File: config.mk
export PLATFORM = sky130hd
export DESIGN_NAME = serial_bus_arbiter
export DESIGN_NICKNAME = d
export VERILOG_FILES = /design/src/rtl/serial_bus_arbiter_pkg.sv /design/src/rtl/serial_bus_arbiter_rr_pick.sv /design/src/rtl/serial_bus_arbiter.sv
export SDC_FILE = /design/constraint.sdc
export NUM_CORES = 1
export LEC_CHECK = 0
export CORE_AREA = 3 3 119 121
export CTS_CLUSTER_SIZE = 20
export DETAILED_ROUTE_END_ITERATION = 8
export DIE_AREA = 0 0 122 124
export HOLD_SLACK_MARGIN = 0.02
export PLACE_DENSITY = 0.8
export SLEW_MARGIN = 20
export SYNTH_ARGS = -nofsm -noshare
export SYNTH_HDL_FRONTEND = slang
export SYNTH_SLANG_ARGS = --single-unit
File: constraint.sdc
create_clock -name clk -period 6.1 [get_ports clk]
set_input_delay 0.61 -clock clk [delete_from_list [all_inputs] [get_ports clk]]
set_output_delay 0.61 -clock clk [all_outputs]
set_load 0.05 [all_outputs]
File: src/rtl/serial_bus_arbiter_pkg.sv
// Shared definitions for the serial device arbiter: FSM encoding, default
// device window, and the window test used at grant time.
package serial_bus_arbiter_pkg;

    typedef enum logic [1:0] {
        IDLE  = 2'd0,
        ISSUE = 2'd1,
        DONE  = 2'd2
    } state_t;

    // Default word-address window of the serial device.
    localparam int unsigned DEV_BASE = 32;
    localparam int unsigned DEV_SIZE = 2;

    // Subtracting first keeps the upper bound safe against base+size wrapping.
    function automatic logic in_window(input logic [31:0] addr,
                                       input logic [31:0] base,
                                       input logic [31:0] size);
        return (addr >= base) && ((addr - base) < size);
    endfunction

endpackage

File: src/rtl/serial_bus_arbiter_rr_pick.sv
// Combinational round-robin selector: first set req bit at or after ptr,
// wrapping modulo NREQ.
module serial_bus_arbiter_rr_pick #(
    parameter int NREQ = 2,
    parameter int IW   = $clog2(NREQ)
) (
    input  logic [NREQ-1:0] req,
    input  logic [IW-1:0]   ptr,
    output logic            valid,
    output logic [IW-1:0]   grant
);

    logic [IW:0] pos;

    // Walk from farthest to nearest so the candidate closest to ptr is the
    // last assignment and therefore wins.
    always_comb begin
        valid = 1'b0;
        grant = '0;
        pos   = '0;
        for (int k = NREQ - 1; k >= 0; k--) begin
            pos = {1'b0, ptr} + (IW+1)'(k);
            if (pos >= (IW+1)'(NREQ))
                pos = pos - (IW+1)'(NREQ);
            if (req[pos[IW-1:0]]) begin
                valid = 1'b1;
                grant = pos[IW-1:0];
            end
        end
    end

endmodule

File: src/rtl/serial_bus_arbiter.sv
// Round-robin arbiter sharing one serial device port between NREQ
// single-beat masters. In-window accesses take IDLE->ISSUE->DONE (3 cycles);
// out-of-window accesses skip the device and error out via IDLE->DONE.
module serial_bus_arbiter
    import serial_bus_arbiter_pkg::*;
#(
    parameter int          NREQ = 2,
    parameter int unsigned BASE = DEV_BASE,
    parameter int unsigned SIZE = DEV_SIZE
) (
    input  logic               clk,
    input  logic               _reset,
    input  logic [NREQ-1:0]    req,
    input  logic [NREQ-1:0]    req_rw,
    input  logic [32*NREQ-1:0] req_addr,
    input  logic [32*NREQ-1:0] req_wdata,
    output logic [NREQ-1:0]    ack,
    output logic               err,
    output logic [31:0]        rdata,
    output logic               dev_enable,
    output logic               dev_rw,
    output logic [31:0]        dev_addr,
    output logic [31:0]        dev_wdata,
    input  logic [31:0]        dev_rdata
);

    localparam int IW = $clog2(NREQ);
    localparam logic [31:0] BASE_W = 32'(BASE);
    localparam logic [31:0] SIZE_W = 32'(SIZE);

    state_t          state;
    logic [IW-1:0]   ptr;
    logic [IW-1:0]   gnt;
    logic            pick_valid;
    logic [IW-1:0]   pick_grant;
    logic [31:0]     sel_addr;
    logic [31:0]     sel_wdata;
    logic            sel_rw;
    logic [NREQ-1:0] pick_onehot;
    logic [NREQ-1:0] gnt_onehot;

    serial_bus_arbiter_rr_pick #(
        .NREQ (NREQ),
        .IW   (IW)
    ) u_rr_pick (
        .req   (req),
        .ptr   (ptr),
        .valid (pick_valid),
        .grant (pick_grant)
    );

    // Mux the winner's payload and build one-hot acks for the current pick
    // and the latched grant.
    always_comb begin
        sel_addr    = '0;
        sel_wdata   = '0;
        sel_rw      = 1'b0;
        pick_onehot = '0;
        gnt_onehot  = '0;
        for (int i = 0; i < NREQ; i++) begin
            if (pick_grant == IW'(i)) begin
                sel_addr       = req_addr[32*i +: 32];
                sel_wdata      = req_wdata[32*i +: 32];
                sel_rw         = req_rw[i];
                pick_onehot[i] = 1'b1;
            end
            if (gnt == IW'(i))
                gnt_onehot[i] = 1'b1;
        end
    end

    // Arbitration FSM with registered device strobe, ack and read data.
    always_ff @(posedge clk or negedge _reset) begin
        if (!_reset) begin
            state      <= IDLE;
            ptr        <= '0;
            gnt        <= '0;
            ack        <= '0;
            err        <= 1'b0;
            rdata      <= '0;
            dev_enable <= 1'b0;
            dev_rw     <= 1'b0;
            dev_addr   <= '0;
            dev_wdata  <= '0;
        end else begin
            case (state)
                IDLE: begin
                    dev_enable <= 1'b0;
                    if (pick_valid) begin
                        gnt <= pick_grant;
                        if (in_window(sel_addr, BASE_W, SIZE_W)) begin
                            dev_rw     <= sel_rw;
                            dev_addr   <= sel_addr;
                            dev_wdata  <= sel_wdata;
                            dev_enable <= 1'b1;
                            state      <= ISSUE;
                        end else begin
                            // Rejected: the device is never touched.
                            ack   <= pick_onehot;
                            err   <= 1'b1;
                            state <= DONE;
                        end
                    end
                end
                ISSUE: begin
                    if (!dev_rw)
                        rdata <= dev_rdata;
                    dev_enable <= 1'b0;
                    ack        <= gnt_onehot;
                    err        <= 1'b0;
                    state      <= DONE;
                end
                DONE: begin
                    ack   <= '0;
                    err   <= 1'b0;
                    // The requester just served drops to lowest priority.
                    ptr   <= (gnt == IW'(NREQ - 1)) ? '0 : gnt + 1'b1;
                    state <= IDLE;
                end
                default: state <= IDLE;
            endcase
        end
    end

endmodule

**Word-level counts from Yosys, hierarchy flattened**

Cells that the tools add are included.

- Flip-flop bits (word level): 105
- Word-level logic and storage cells: 67
- Input port bits: 166

- $lt $le $gt $ge: 6
- Add/sub/neg operators: 5
- Equality and inequality tests: 4
- Reduce and logical (&&, ||, !) cells: 11
- Bitwise operators: 1
- Mux-type cells: 30

Operators with widths:

| cell | count |
|---|---|
| $mux 32 | 2 |
| $ge 32x6->1 const B | 1 |
| $lt 32x2->1 const B | 1 |
| $sub 32x6->32 const B | 1 |
| $mux 1 | 20 |
| $reduce_and 3->1 | 3 |
| $mux 2 | 4 |
| $pmux 2 s3 | 1 |
| $lt 1x2->1 const B | 2 |
| $ne 2x2->1 const B | 2 |
| $pmux 1 s2 | 2 |
| $pmux 2 s2 | 1 |
| $reduce_and 2->1 | 2 |
| $reduce_bool 2->1 | 2 |
| $reduce_bool 3->1 | 1 |
| $add 1x1->2 const B | 1 |
| $eq 2x1->1 const B | 1 |
| $eq 2x2->1 const B | 1 |
| $ge 1x2->1 const B | 1 |
| $ge 2x2->1 const B | 1 |
| $logic_not 2->1 | 1 |
| $reduce_or 2->1 | 1 |
| $sub 1x1->1 const B | 2 |
| $add 1x1->1 const B | 1 |
| 2 further kinds | 2 |

**Depth between registers and ports, before layout**

- Depth after elaboration: 14
- Mapped depth: 19
- Gate-level depth less buffers: 12

**Cells and area by module**

Synthesis repeated with hierarchy kept, for this count alone.

- Cells, all modules: 491
- Area, all modules: 5,437.7 µm²

By module, submodules not included:

| module | area each (µm²) | instances | sequential area each (µm²) | cells each |
|---|---|---|---|---|
| serial_bus_arbiter | 5,420.2 | 1 | 2,627.5 | 488 |
| serial_bus_arbiter_rr_pick | 17.5 | 1 | 0.0 | 3 |

**Worst setup path after synthesis**

Ideal clock, no wire load.

- Path kind: input -> register
- From: in req[0]
- To: reg dev_addr[0]
- Arrival time: 4.769 ns
- Buffers on the path: 7
- Stages: 19
- Setup slack: 1.206 ns
- Data required time: 5.975 ns
- Cells stage by stage: nand2b_1 > clkbuf_1 > nand2_1 > clkbuf_1 > clkbuf_1 > buf_1 > mux2i_1 > ha_1 > clkbuf_1 > inv_1 > or4_1 > o32a_1 > a2111oi_4 > xnor2_1 > a22o_1 > nand4_2 > buf_6 > buf_8 > mux2_4

- Word-level cells in the longest chain between the ends: 9

Ends and longest elaborated chain:

| item | line | source |
|---|---|---|
| from (decl) | serial_bus_arbiter.sv:13 | `input logic [NREQ-1:0] req,` |
| $mux 1 (implied by the code) (2 in a row) | serial_bus_arbiter_rr_pick.sv:25 | `if (req[pos[IW-1:0]]) begin` |
| $mux 1 (2 in a row) | serial_bus_arbiter_rr_pick.sv:25 |  |
| $mux 32 | serial_bus_arbiter.sv:61 | `if (pick_grant == IW'(i)) begin` |
| $sub 32x6->32 | serial_bus_arbiter_pkg.sv:19 | `return (addr >= base) && ((addr - base) < size);` |
| $lt 32x2->1 | serial_bus_arbiter_pkg.sv:19 |  |
| $logic_and 1x1->1 | serial_bus_arbiter_pkg.sv:19 |  |
| $reduce_and 3->1 (no source line) | -- |  |
| to (signal assigned) | serial_bus_arbiter.sv:93 | `dev_addr <= sel_addr;` |
| to (decl) | serial_bus_arbiter.sv:22 | `output logic [31:0] dev_addr,` |

Several ways; a longest one is shown, not always the timed one. The select of a mux whose other input is x is not followed.
A chain may end at the register's enable or synchronous reset.

**Worst setup path in the final report**

- From: in req[1]
- To: reg dev_wdata[11]

- Word-level cells in the longest chain between the ends: 9

Ends and longest elaborated chain:

| item | line | source |
|---|---|---|
| $mux 1 (implied by the code) (2 in a row) | serial_bus_arbiter_rr_pick.sv:25 |  |
| $mux 1 (2 in a row) | serial_bus_arbiter_rr_pick.sv:25 |  |
| $mux 32 | serial_bus_arbiter.sv:61 |  |
| $sub 32x6->32 | serial_bus_arbiter_pkg.sv:19 |  |
| $lt 32x2->1 | serial_bus_arbiter_pkg.sv:19 |  |
| $logic_and 1x1->1 | serial_bus_arbiter_pkg.sv:19 |  |
| $reduce_and 3->1 (no source line) | -- |  |
| to (signal assigned) | serial_bus_arbiter.sv:94 | `dev_wdata <= sel_wdata;` |
| to (decl) | serial_bus_arbiter.sv:23 | `output logic [31:0] dev_wdata,` |

Several ways; a longest one is shown, not always the timed one. The select of a mux whose other input is x is not followed.

==> summary.md <==
| Metric | Value |
|---|---|
| Outcome | `completed` |
| Max VDD drop | `0.152 mV` |
| Synthesis warning total | `0` |
| Async SR Flop Fraction | `100%` |
| Maxcap violations | `0` |
| Clock Tree Buf Depth | `2` |
| Metal-1 WL | `6.12 mm` |
| Worst Setup End Kind | `flip-flop` |
| Worst-Margin Slew | `0.909 ns` |
| Area grow syn2layout | `57.6%` |
| Remaining Overflow, GRT | `0` |
| Synth Cell Area | `5390 sq um` |
| Tcrit/Tclk final | `80.8%` |
| Vias/cell | `5.19` |
| Pwr dens | `200 nW/um^2` |
| CTS Buf Count | `9` |
| Clock Latency Late Sink | `0.33 ns` |
| Post-cts sizing count | `0` |
| Sw Pwr | `0.501 mW` |
| Max Slew Vio Count | `0` |
| Post-DP HPWL | `13.0 mm` |
| Initial DRC Count | `349` |
| Max_slew headroom | `39.4%` |
| Synth Area per Inst | `10.4 sq um` |
| Final Hold Vio Count | `0` |
| Post-DR wirelength/cell | `17.2 um` |
| Die height | `124 um` |
| Slack of the critical path | `1.17 ns` |
| Worst min-delay path class | `in -> async` |
| DR top layer | `met5` |
| Fin Clk Skew | `0.00820 ns` |
| Row cnt | `42` |
| GP Congestion | `0.927` |
| Number of synthesized register bits | `105` |
| Yosys cell types | `57` |
| LEAKAGE | `3.81 nW` |
| Design internal power | `1.20 mW` |
| Most used DFF post-synth | `dfrtp_1` |
| Initial core utilization | `40.9%` |
| Final count of negative-setup-slack endpoints | `0` |
| Switching Share | `29.5%` |
| Cells after Synth | `519` |
| Diodes inserted | `0` |
| CP arrival | `5.14 ns` |
| DRT antenna net count | `0` |
| Pin count of the biggest net entering global routing | `76` |
| Full die area | `15100 sq um` |
| Postcts setup bufs | `0` |
| Pre-CTS setup slack | `0.427 ns` |
| IO Port Bufs | `266` |
| Setup TNS | `0 ns` |
| Peak Freq | `203 MHz` |
| DR WL met3 | `1.38 mm` |
| H-tree levels | `3` |
| Flop pwr share | `43.3%` |
| Routed WL | `16.5 mm` |
| Most frequent cells in the layout | `265 x clkdlybuf4s50_1, 113 x nand2_1, 105 x dfrtp_1` |
| Share of layout cells above drive strength 1 | `12.6%` |
| Crit-path max FO | `46` |
| Hold slack final | `0.194 ns` |
| Reg clk slew, reported paths | `0.07 ns` |
| Detailed Routing Iterations Pass 1 | `5` |
| Post-synthesis sequential area ratio | `48.7%` |
| Post-synth EDFFs | `0` |
| CP Class | `in -> reg` |
| Final-stage net count | `946` |
| First-pass GRT wire length | `25.3 mm` |
| Clock root buffer master | `clkbuf_16` |
| Reg-to-Reg Start | `ptr` |
| DRC | `0` |
| Die W | `122 um` |
| Sink count of the clock tree | `105` |
| TritonCTS clock tree | `yes` |
| R2R cell count | `13` |
| Synthesized Nets | `690` |
| Clock network power share | `31.4%` |
| Global Route Usage Sum | `21.0%` |
| Tmin final | `4.93 ns` |
| Critical path required time | `6.31 ns` |
| Initial antenna violation count | `1` |
| Commonest non-fill, non-tap cell in the layout | `clkdlybuf4s50_1` |
| I/O pins | `267` |
| Critical path origin | `req[1]` |
| RSZ-0062 raised after global routing | `false` |
| Hold Buf Count CTS | `0` |
| Number of global-route vias before repair | `5090` |
| Startpoint Class | `input pin` |
| Via total after detailed routing | `4957` |
| Core Area | `13200 sq um` |
| Logic pwr share | `25.3%` |
| Routed wl met2 | `8.50 mm` |
[sequential cells by signal, summed over array words and instances, names as in the netlist]
| name | flops |
|---|---|
| state | 2 |
| gnt | 1 |
| rdata | 32 |
| ptr | 1 |
| dev_addr | 32 |
| ack | 2 |
| dev_enable | 1 |
| dev_rw | 1 |
| err | 1 |
| dev_wdata | 32 |
[final timing paths]
| path | end | slack [ns] |
|---|---|---|
| worst min-delay path | rdata[19] | 0.19 |
| min in group clk | dev_addr[5] | 0.47 |
| worst max-delay path | dev_wdata[11] | 1.17 |
| max in group asynchronous | rdata[20] | 4.65 |
| worst max register to register | dev_wdata[11] | 1.72 |
| worst min register to register | dev_addr[5] | 0.47 |
[per-layer routing]
metal,vias up,track usage [%]
li1,2325,-
met1,2375,23.9
met2,219,37.9
met3,36,5.68
met4,2,7.84
met5,-,0
[synthesized netlist by cell type, types with 2 or more instances]
master	n	share of area [%]
a211oi_1	3	0.42
a21boi_0	2	0.28
a21oi_1	10	0.93
a22o_1	2	0.33
and2_1	28	3.2
buf_1	8	0.56
buf_2	2	0.19
buf_4	2	0.28
clkbuf_1	11	0.77
dfrtp_1	105	49
ha_1	5	1.2
inv_1	6	0.42
mux2_2	60	13
mux2_4	9	2.5
mux2i_1	10	1.9
nand2_1	114	7.9
nand2b_1	9	1.0
nand3_1	10	0.93
nand3b_1	5	0.70
nand4_1	2	0.23
nor2_1	10	0.70
nor2b_1	3	0.35
nor3_1	15	1.4
nor3b_1	3	0.42
nor4_1	13	1.5
o211ai_1	2	0.28
o21a_1	2	0.28
o21ai_0	6	0.56
o22ai_1	2	0.23
o32ai_1	4	0.65
or3_1	14	1.6
or4_1	7	0.97
xnor2_1	5	0.81
xor2_1	7	1.1
[stage by stage]
| step | total power [mW] | std cells | utilization (%) | instance area (sq um) |
|---|---|---|---|---|
| global route | 1.79 | 956 | 64.4 | 8490 |
| CTS | 1.72 | 955 | 64.2 | 8470 |
| detailed placement | 1.18 | 939 | 62.1 | 8190 |
| floorplan | 0.970 | 519 | - | 5390 |
| global placement | 1.17 | 939 | 62.1 | 8190 |
| finish | 1.70 | 956 | 64.4 | 8490 |
[area by class of cell]
type                       count  area [sq um]
clock inverter                 6          50.0
fill                        1007          4700
tap                          176           220
inverter                       6          22.5
sequential                   105          2630
multi-input combinational    382          2630
timing repair buffer         271          2710
clock buffer                  10           229
[worst max-delay path, stage by stage]
cell and delay, ns:
clkdlybuf4s50_1 0.70, inv_1 0.22, nor2_4 0.16, mux2i_1 0.25
ha_1 0.38, inv_1 0.14, or4_1 0.49, o32a_1 0.25
nor2_2 0.11, mux2i_1 0.11, nor4_1 0.58, nand4_4 0.46
buf_12 0.34, mux2_2 0.30
[kinds of logic (layout without fill, tap and decap cells)]
family                   after synthesis  count (layout)  synth area share (%)
AO/OA/AOI/OAI                         46              46                  6.36
XOR/XNOR                              12              12                  1.95
adder cells (fa/ha/maj)                5               5                  1.16
buffers and inverters                 32             293                  2.79
flip-flops                           105             105                  48.7
multiplexers                          79              79                  16.9
AND/OR/NAND/NOR                      240             240                  22.1
[power groups by stage]
stage	combinational [mW]	clock (mW)	sequential, mW
after floorplan	0.196	0	0.774
after global placement	0.420	0	0.746
after detailed placement	0.430	0	0.748
after CTS	0.432	0.553	0.735
after global routing	0.472	0.579	0.737
final	0.430	0.534	0.735
Power figures use the tool's default switching activity.
